<file path="src/rtl/riscv_ctrl_pkg.sv">
// Shared control definitions for the multicycle RISC-V controller and the ALU.
package riscv_ctrl_pkg;

  localparam int unsigned STATE_ENC_W = 4;
  localparam int unsigned OP_W        = 7;
  localparam int unsigned FUNCT3_W    = 3;
  localparam int unsigned ALUOP_W     = 2;
  localparam int unsigned ALUCTL_W    = 3;
  localparam int unsigned SEL_W       = 2;

  typedef enum logic [STATE_ENC_W-1:0] {
    FETCH    = 4'd0,
    DECODE   = 4'd1,
    MEMADR   = 4'd2,
    MEMREAD  = 4'd3,
    MEMWB    = 4'd4,
    MEMWRITE = 4'd5,
    EXECUTER = 4'd6,
    EXECUTEI = 4'd7,
    ALUWB    = 4'd8,
    BEQ      = 4'd9,
    JAL      = 4'd10
  } state_t;

  localparam logic [OP_W-1:0] OP_LW    = 7'b0000011;
  localparam logic [OP_W-1:0] OP_SW    = 7'b0100011;
  localparam logic [OP_W-1:0] OP_RTYPE = 7'b0110011;
  localparam logic [OP_W-1:0] OP_ITYPE = 7'b0010011;
  localparam logic [OP_W-1:0] OP_BEQ   = 7'b1100011;
  localparam logic [OP_W-1:0] OP_JAL   = 7'b1101111;

  localparam logic [ALUOP_W-1:0] ALUOP_ADD   = 2'b00;
  localparam logic [ALUOP_W-1:0] ALUOP_SUB   = 2'b01;
  localparam logic [ALUOP_W-1:0] ALUOP_FUNCT = 2'b10;

  localparam logic [ALUCTL_W-1:0] ALU_ADD = 3'b000;
  localparam logic [ALUCTL_W-1:0] ALU_SUB = 3'b001;
  localparam logic [ALUCTL_W-1:0] ALU_AND = 3'b010;
  localparam logic [ALUCTL_W-1:0] ALU_OR  = 3'b011;
  localparam logic [ALUCTL_W-1:0] ALU_SLT = 3'b101;

  // Per-state Moore control word produced by the FSM decode.
  typedef struct packed {
    logic               pcUpdate;
    logic               branch;
    logic               adrSrc;
    logic               memWrite;
    logic               irWrite;
    logic               regWrite;
    logic [SEL_W-1:0]   resultSrc;
    logic [SEL_W-1:0]   aluSrcA;
    logic [SEL_W-1:0]   aluSrcB;
    logic [ALUOP_W-1:0] aluOp;
  } ctrl_t;

endpackage

</file>
<file path="src/rtl/alu_decoder.sv">
// Maps ALUOp plus instruction function fields onto the ALU operation code.
module alu_decoder
  import riscv_ctrl_pkg::*;
(
  input  logic [ALUOP_W-1:0]  aluOp,
  input  logic [FUNCT3_W-1:0] funct3,
  input  logic                funct7b5,
  input  logic                opb5,
  output logic [ALUCTL_W-1:0] aluControl
);

  // Only R-type (op[5]=1) with funct7b5 selects subtract; addi never does.
  always_comb begin
    aluControl = ALU_ADD;
    case (aluOp)
      ALUOP_ADD: aluControl = ALU_ADD;
      ALUOP_SUB: aluControl = ALU_SUB;
      ALUOP_FUNCT: begin
        case (funct3)
          3'b000:  aluControl = (funct7b5 & opb5) ? ALU_SUB : ALU_ADD;
          3'b010:  aluControl = ALU_SLT;
          3'b110:  aluControl = ALU_OR;
          3'b111:  aluControl = ALU_AND;
          default: aluControl = ALU_ADD;
        endcase
      end
      default: aluControl = ALU_ADD;
    endcase
  end

endmodule

</file>
<file path="src/rtl/multicycle_control.sv">
// Multicycle RISC-V main controller: Moore FSM, immediate select and ALU decode.
module multicycle_control
  import riscv_ctrl_pkg::*;
#(
  parameter int unsigned STATE_W = 4
) (
  input  logic                clk,
  input  logic                reset,
  input  logic [OP_W-1:0]     op,
  input  logic [FUNCT3_W-1:0] funct3,
  input  logic                funct7b5,
  input  logic                zero,
  output logic                PCWrite,
  output logic                AdrSrc,
  output logic                MemWrite,
  output logic                IRWrite,
  output logic                RegWrite,
  output logic [SEL_W-1:0]    ResultSrc,
  output logic [SEL_W-1:0]    ALUSrcA,
  output logic [SEL_W-1:0]    ALUSrcB,
  output logic [SEL_W-1:0]    ImmSrc,
  output logic [ALUCTL_W-1:0] ALUControl
);

  logic [STATE_W-1:0] stateQ;
  logic [STATE_W-1:0] stateD;
  logic [STATE_W-1:0] decState;
  ctrl_t              ctrl;

  // State register with synchronous reset into FETCH.
  always_ff @(posedge clk) begin
    if (reset) stateQ <= STATE_W'(FETCH);
    else       stateQ <= stateD;
  end

  // Next-state logic; unencoded states recover to FETCH.
  always_comb begin
    stateD = STATE_W'(FETCH);
    case (stateQ)
      STATE_W'(FETCH):  stateD = STATE_W'(DECODE);
      STATE_W'(DECODE): begin
        case (op)
          OP_LW, OP_SW: stateD = STATE_W'(MEMADR);
          OP_RTYPE:     stateD = STATE_W'(EXECUTER);
          OP_ITYPE:     stateD = STATE_W'(EXECUTEI);
          OP_BEQ:       stateD = STATE_W'(BEQ);
          OP_JAL:       stateD = STATE_W'(JAL);
          default:      stateD = STATE_W'(FETCH);
        endcase
      end
      STATE_W'(MEMADR):   stateD = (op == OP_LW) ? STATE_W'(MEMREAD) : STATE_W'(MEMWRITE);
      STATE_W'(MEMREAD):  stateD = STATE_W'(MEMWB);
      STATE_W'(EXECUTER): stateD = STATE_W'(ALUWB);
      STATE_W'(EXECUTEI): stateD = STATE_W'(ALUWB);
      STATE_W'(JAL):      stateD = STATE_W'(ALUWB);
      default:            stateD = STATE_W'(FETCH);
    endcase
  end

  // Moore control word; while reset is held the FETCH word is shown.
  always_comb begin
    ctrl     = '0;
    decState = reset ? STATE_W'(FETCH) : stateQ;
    case (decState)
      STATE_W'(FETCH): begin
        ctrl.irWrite   = 1'b1;
        ctrl.aluSrcB   = 2'b10;
        ctrl.resultSrc = 2'b10;
        ctrl.pcUpdate  = 1'b1;
      end
      STATE_W'(DECODE): begin
        ctrl.aluSrcA = 2'b01;
        ctrl.aluSrcB = 2'b01;
      end
      STATE_W'(MEMADR): begin
        ctrl.aluSrcA = 2'b10;
        ctrl.aluSrcB = 2'b01;
      end
      STATE_W'(MEMREAD): ctrl.adrSrc = 1'b1;
      STATE_W'(MEMWRITE): begin
        ctrl.adrSrc   = 1'b1;
        ctrl.memWrite = 1'b1;
      end
      STATE_W'(MEMWB): begin
        ctrl.resultSrc = 2'b01;
        ctrl.regWrite  = 1'b1;
      end
      STATE_W'(EXECUTER): begin
        ctrl.aluSrcA = 2'b10;
        ctrl.aluOp   = ALUOP_FUNCT;
      end
      STATE_W'(EXECUTEI): begin
        ctrl.aluSrcA = 2'b10;
        ctrl.aluSrcB = 2'b01;
        ctrl.aluOp   = ALUOP_FUNCT;
      end
      STATE_W'(ALUWB): ctrl.regWrite = 1'b1;
      STATE_W'(BEQ): begin
        ctrl.aluSrcA = 2'b10;
        ctrl.aluOp   = ALUOP_SUB;
        ctrl.branch  = 1'b1;
      end
      STATE_W'(JAL): begin
        ctrl.aluSrcA  = 2'b01;
        ctrl.aluSrcB  = 2'b10;
        ctrl.pcUpdate = 1'b1;
      end
      default: ctrl = '0;
    endcase
  end

  // Datapath enables are suppressed during reset; selects pass through.
  always_comb begin
    PCWrite   = ~reset & (ctrl.pcUpdate | (ctrl.branch & zero));
    MemWrite  = ~reset & ctrl.memWrite;
    IRWrite   = ~reset & ctrl.irWrite;
    RegWrite  = ~reset & ctrl.regWrite;
    AdrSrc    = ctrl.adrSrc;
    ResultSrc = ctrl.resultSrc;
    ALUSrcA   = ctrl.aluSrcA;
    ALUSrcB   = ctrl.aluSrcB;
  end

  // Immediate format select straight from the opcode.
  always_comb begin
    ImmSrc = 2'b00;
    case (op)
      OP_SW:   ImmSrc = 2'b01;
      OP_BEQ:  ImmSrc = 2'b10;
      OP_JAL:  ImmSrc = 2'b11;
      default: ImmSrc = 2'b00;
    endcase
  end

  alu_decoder u_aluDecoder (
    .aluOp      (ctrl.aluOp),
    .funct3     (funct3),
    .funct7b5   (funct7b5),
    .opb5       (op[5]),
    .aluControl (ALUControl)
  );

endmodule
</file>
<file path="config.mk">
export PLATFORM = sky130hd
export DESIGN_NAME = multicycle_control
export DESIGN_NICKNAME = d
export VERILOG_FILES = /design/src/rtl/riscv_ctrl_pkg.sv /design/src/rtl/alu_decoder.sv /design/src/rtl/multicycle_control.sv
export SDC_FILE = /design/constraint.sdc
export NUM_CORES = 1
export LEC_CHECK = 0
export CAP_MARGIN = 20
export CORE_UTILIZATION = 37
export CTS_BUF_LIST = sky130_fd_sc_hd__clkbuf_16
export DETAILED_ROUTE_END_ITERATION = 16
export HOLD_SLACK_MARGIN = 0.08
export PLACE_DENSITY_LB_ADDON = 0.12
export SKIP_LAST_GASP = 1
export SYNTH_ARGS = -nofsm -noshare
export SYNTH_HDL_FRONTEND = slang
export SYNTH_HIERARCHICAL = 1
export SYNTH_SLANG_ARGS = --single-unit
export TNS_END_PERCENT = 1
</file>
<file path="constraint.sdc">
create_clock -name clk -period 2 [get_ports clk]
set_input_delay 0.2 -clock clk [delete_from_list [all_inputs] [get_ports clk]]
set_output_delay 0.2 -clock clk [all_outputs]
set_load 0.02 [all_outputs]
</file>
### Word-level counts from Yosys, hierarchy flattened

Index checks and enable logic that the tools add are counted.

| word-level totals | value |
|---|---|
| bits in writable memories | 0 |
| bits in read-only memories | 0 |
| output and inout bits | 16 |
| bits of input ports | 14 |
| memories kept | 0 |
| register bits after elaboration | 4 |
| latch bits | 0 |

| operators by class | value |
|---|---|
| bitwise operators | 8 |
| eq/ne operators | 27 |
| shifts and indexed selects | 0 |
| $lt $le $gt $ge | 0 |
| add/subtract/negate cells | 0 |
| multiply operators | 0 |
| divide/modulo/power cells | 0 |
| multiplexer cells | 18 |
| reduce and logical (&&, ||, !) cells | 12 |

Operator list:

| kind | number |
|---|---|
| case mux 4 bit (5 select lines) | 2 |
| equality test 4 x 3 -> 1 bit (second input constant) | 6 |
| equality test 4 x 2 -> 1 bit (second input constant) | 4 |
| equality test 4 bit (second input constant) | 4 |
| case mux 2 bit (2 select lines) | 4 |
| equality test 7 x 6 -> 1 bit (second input constant) | 2 |
| equality test 7 bit (second input constant) | 2 |
| case mux 3 bit (4 select lines) | 1 |
| OR reduction 2 bit | 6 |
| equality test 4 x 1 -> 1 bit (second input constant) | 2 |
| logical NOT 4 bit | 2 |
| equality test 7 x 2 -> 1 bit (second input constant) | 1 |
| equality test 7 x 5 -> 1 bit (second input constant) | 1 |
| 2-to-1 mux 1 bit | 7 |
| bitwise AND 1 bit | 6 |
| equality test 3 bit (second input constant) | 2 |
| case mux 2 bit (3 select lines) | 1 |
| case mux 3 bit (2 select lines) | 1 |
| OR reduction 3 bit | 2 |
| 2-to-1 mux 4 bit | 1 |
| OR reduction 4 bit | 1 |
| equality test 3 x 2 -> 1 bit (second input constant) | 1 |
| logical NOT 3 bit | 1 |
| 2-to-1 mux 3 bit | 1 |
| 4 further kinds | 4 |

### Depth between registers and ports, before layout

| depth | value |
|---|---|
| word-level depth | 6 |
| gate-level depth with buffers | 7 |
| mapped depth without buffers | 6 |

### Modules after synthesis

The synthesis kept the hierarchy.

Modules (own cells, without submodules):

| module | area an instance (µm²) | sequential area each (µm²) | cells an instance | times used |
|---|---|---|---|---|
| multicycle_control | 540.5 | 80.1 | 72 | 1 |
| alu_decoder | 96.3 | 0.0 | 11 | 1 |

### Least setup slack after synthesis

OpenSTA, ideal clock, no wires.

| timing | value |
|---|---|
| kind | register to output |
| start | reg stateQ[2] |
| end | out ALUControl[2] |
| arrival time | 1976 ps |
| setup slack | -176 ps |
| buffers on the path | 1 |
| cell stages (with the launch flop) | 6 |
| path through | dfxtp_1 buf_4 nor4b_4 inv_1 ha_1 nor4b_1 |

RTL lines:

| what | RTL line | text |
|---|---|---|
| start: declaration | multicycle_control.sv:25 | `logic [STATE_W-1:0] stateQ;` |
| start signal: assignment | multicycle_control.sv:32 | `if (reset) stateQ <= STATE_W'(FETCH);` |
| start signal: assignment | multicycle_control.sv:33 | `else stateQ <= stateD;` |
| end: declaration | multicycle_control.sv:22 | `output logic [ALUCTL_W-1:0] ALUControl` |

==> run summary <==
The via density per instance works out to 5.34. The floorplan step set the die width to 43.5 um. The number of distinct standard cells referenced by the synthesized netlist is 40. Headroom to the max-slew limit came out at 79.4%. After detailed routing, the total wire length is 1710 um. The tool flagged a number of max-cap violations equal to 0. The fraction of synthesis flops using an asynchronous set or reset pin is 0%. The post-synthesis share of cell area spent on xor and xnor gates was 2.75%; the H-tree depth was 1. The worst setup path is captured at a primary output. The logs give 1800 ps for the critical path data required time and 0.424 nW for the leakage power. For the all-layer global routing usage, the log shows 19.7%.

The total count of hold-check failures in the final report was 0; the final period demand of the worst path was 2230 ps. Adding up every negative setup slack in the final design gives -781 ps. For this design, the CTS-stage hold fixing added 0 buffers. The mean cell area of the mapped netlist is 7.67 um2.

The count of clock tree sinks is 4. By area, the combinational part of the netlist is dominated by simple AND/OR/NAND/NOR gates. In this run the cell area measured after placement is 1000 um2. The count of buffers added on input and output ports is 29. The portion of the post-synthesis area used by sequential elements is 12.6%. Final hold slack: 774 ps.

The wire-length estimate of the detail-placed layout is 1240 um. The synthesized netlist occupies a cell area of 637 um2. Leaving out fill and tap cells, the most frequent cell in the layout is clkdlybuf4s50_1.

Counting tap cells, the placed design contains a total of 134 instances. Dividing the final minimum period by the clock period gives 111%. Most instantiated flip-flop cell in the synthesis netlist: dfxtp_1.

The top cell types in the final layout, fill and taps aside, are 24 x clkdlybuf4s50_1, 17 x buf_4, 8 x nor2_1, 6 x nand2_1, 5 x nor3_1. The tightest min-delay check is of the reg -> reg type. The tree is rooted in a clkbuf_16. The first routing iteration left 23 violations.

The number of synthesis warnings was 6. The critical path is of the in -> out type. The number of nets handed over by synthesis was 99. Internal power comes to 0.409 mW.

The number of antenna diodes came out at 0. The run finished, with violations left. The run gives 0.122 mW as the reported net switching power. The initialized floorplan defines 14 standard-cell rows. After clock tree synthesis, the setup repair step added 0 buffers.

In the synthesized netlist, mux cells make up 1.57% of the area. Routability-driven placement finished with a final weighted congestion of 0.798. The area fraction in compound gates after synthesis is 19.4%. Based on the critical path, the design can be clocked at up to 0.449 GHz. The area growth from synthesis to layout is 70.5%. In this run the power density over the cells is 489 nW/um2. The run gives 10 as the count of TritonRoute iterations in the first routing pass.

The worst setup slack after layout is -227 ps, and the simple-gate area share of the yosys netlist is 45.4%. The adder-cell area share of the yosys netlist is 3.93%, and the number of buffers inserted during clock tree synthesis is 3. The first global-routing pass estimated 2880 um of wire. For this run, the post-layout net count is 139. In the routed design, unresolved DRC markers number 4. For the largest clock skew in the final design, the log shows 4.22 ps. For the largest net degree at the start of global routing, the log shows 13. The run gives 7 as the final count of negative-setup-slack endpoints. The top-level I/O count is 30. Across the VDD grid, the largest voltage drop is 0.439 mV.

Setup repair after global routing could not meet its margin everywhere. The final reports fail on design-rule violations, negative setup slack. The synthesized design contains 4 register bits.

The run gives 0 as the final-report max-slew violation count. The largest registers in the layout are stateQ x4. The global-route congestion overflow total was 0. Counting flops with a built-in enable in the synthesized netlist gives 0. The register with the most flip-flops in the layout has 4 of them. The floorplan step defined a core boundary enclosing 1560 um2. The clock passes through at most 2 buffers.

The starting density of the core was 40.9%; the switching power share of the total was 23.0%. Synthesis produced a netlist whose cell count is 83. Clock-pin slew was measured on the worst setup and hold paths at 30 ps. For the worst-skew pair, the clock arrives at the later sink with an insertion delay of 230 ps. Cells with a size suffix above 1 make up 29.8% of the layout.

The logs give 0 for the initial antenna violation count and 59.8% for the part of the total power dissipated in the clock network. The die covers 1890 um2. TritonCTS built the clock tree.

The kind of launch point of the worst setup path is an input pin. Data arrives at the worst endpoint at 2030 ps. Counting flops per register, the top entry is stateQ. The final standard cell utilization of the core is 69.7%. For the pin with the worst max-slew slack, the measured transition is 307 ps. Once layout is complete, the cells apart from fillers number 137. The maximum fanout count along the critical path works out to 3. The final instance area is 1090 um2, and the vertical die dimension is 43.5 um.

The routed wirelength normalized by instance count is 12.5 um, and the number of vias after detailed routing is 731. Of the total power, registers draw 15.8%. The number of global-route vias before repair was 694; the residual antenna-violating net count after detailed routing was 0. In this run, the combinational gates consume 24.4% of the power.
## cell families (layout without fill, tap and decap cells)
kind of cell | Yosys count | in the layout
compound gates | 17 | 17
flops | 4 | 4
buf+inv | 14 | 52
xor+xnor | 2 | 2
fa+ha+maj | 2 | 2
mux | 1 | 1
simple gates | 43 | 43
## cells in the mapped netlist, types with 2 or more instances
library cell,n,area share [%]
a21oi_1,4,3.1
dfxtp_1,4,13
nor3b_1,2,2.4
buf_4,8,9.4
nor2_1,8,4.7
and2_1,2,2.0
inv_1,3,1.8
ha_1,2,3.9
nor3_1,6,4.7
nand2b_1,3,2.9
nand2_1,6,3.5
nor4_1,2,2.0
xnor2_1,2,2.8
o21ai_0,4,3.1
nor4b_1,2,2.8
## timing repair
| action | 4_1_cts | 5_1_grt |
|---|---|---|
| pin swaps | 0 | 1 |
| gates resized for setup | 10 | 5 |
| setup endpoints to repair | 9 | 13 |
## area by class of cell
cell class | count | area, um2
Multi-Input combinational cell | 65 | 489
Sequential cell | 4 | 80.1
Clock buffer | 3 | 75.1
Tap cell | 16 | 20.0
Inverter | 3 | 11.3
Timing Repair Buffer | 46 | 410
Fill cell | 125 | 473
## final timing paths
path	startpoint	end	slack, ps	depth (start not counted)
worst max-delay path	reset	ALUControl[1]	-230	7
worst min-delay path	stateQ[0]$_SDFF_PP0_	stateQ[2]$_SDFF_PP0_	770	4
worst max register to register	stateQ[1]$_SDFF_PP0_	stateQ[0]$_SDFF_PP0_	560	5
worst min register to register	stateQ[0]$_SDFF_PP0_	stateQ[2]$_SDFF_PP0_	770	4
## stage by stage
step | power, mW | setup WS [ps]
3_5_place_dp | 0.214 | -594
3_3_place_gp | 0.213 | -543
6_report | 0.531 | -227
4_1_cts | 0.527 | -238
2_1_floorplan | 0.152 | 86.2
5_1_grt | 0.554 | -297
## metal layers
layer	track usage (%)	up-vias	routed length, um	share of wire, %
li1	-	373	-	-
met1	24.4	332	744	43
met2	33.0	26	876	51
met3	5.00	0	90	5.3
met4	6.88	0	0	0
met5	0	-	0	0
## critical path, cell delays in order
cell	delay, ps
clkdlybuf4s50_1	420
nand2b_1	200
nor4b_4	290
inv_1	120
ha_4	260
and4b_2	270
clkdlybuf4s15_2	260
## power by group through the flow
| stage | registers, mW | logic, mW | clock network (mW) |
|---|---|---|---|
| 4_1_cts | 0.0841 | 0.129 | 0.315 |
| 2_1_floorplan | 0.0863 | 0.0662 | 0 |
| 3_3_place_gp | 0.0854 | 0.128 | 0 |
| 6_report | 0.0841 | 0.130 | 0.318 |
| 3_5_place_dp | 0.0853 | 0.129 | 0 |
| 5_1_grt | 0.0844 | 0.141 | 0.329 |
No activity file was read; power rests on OpenSTA's default activity.
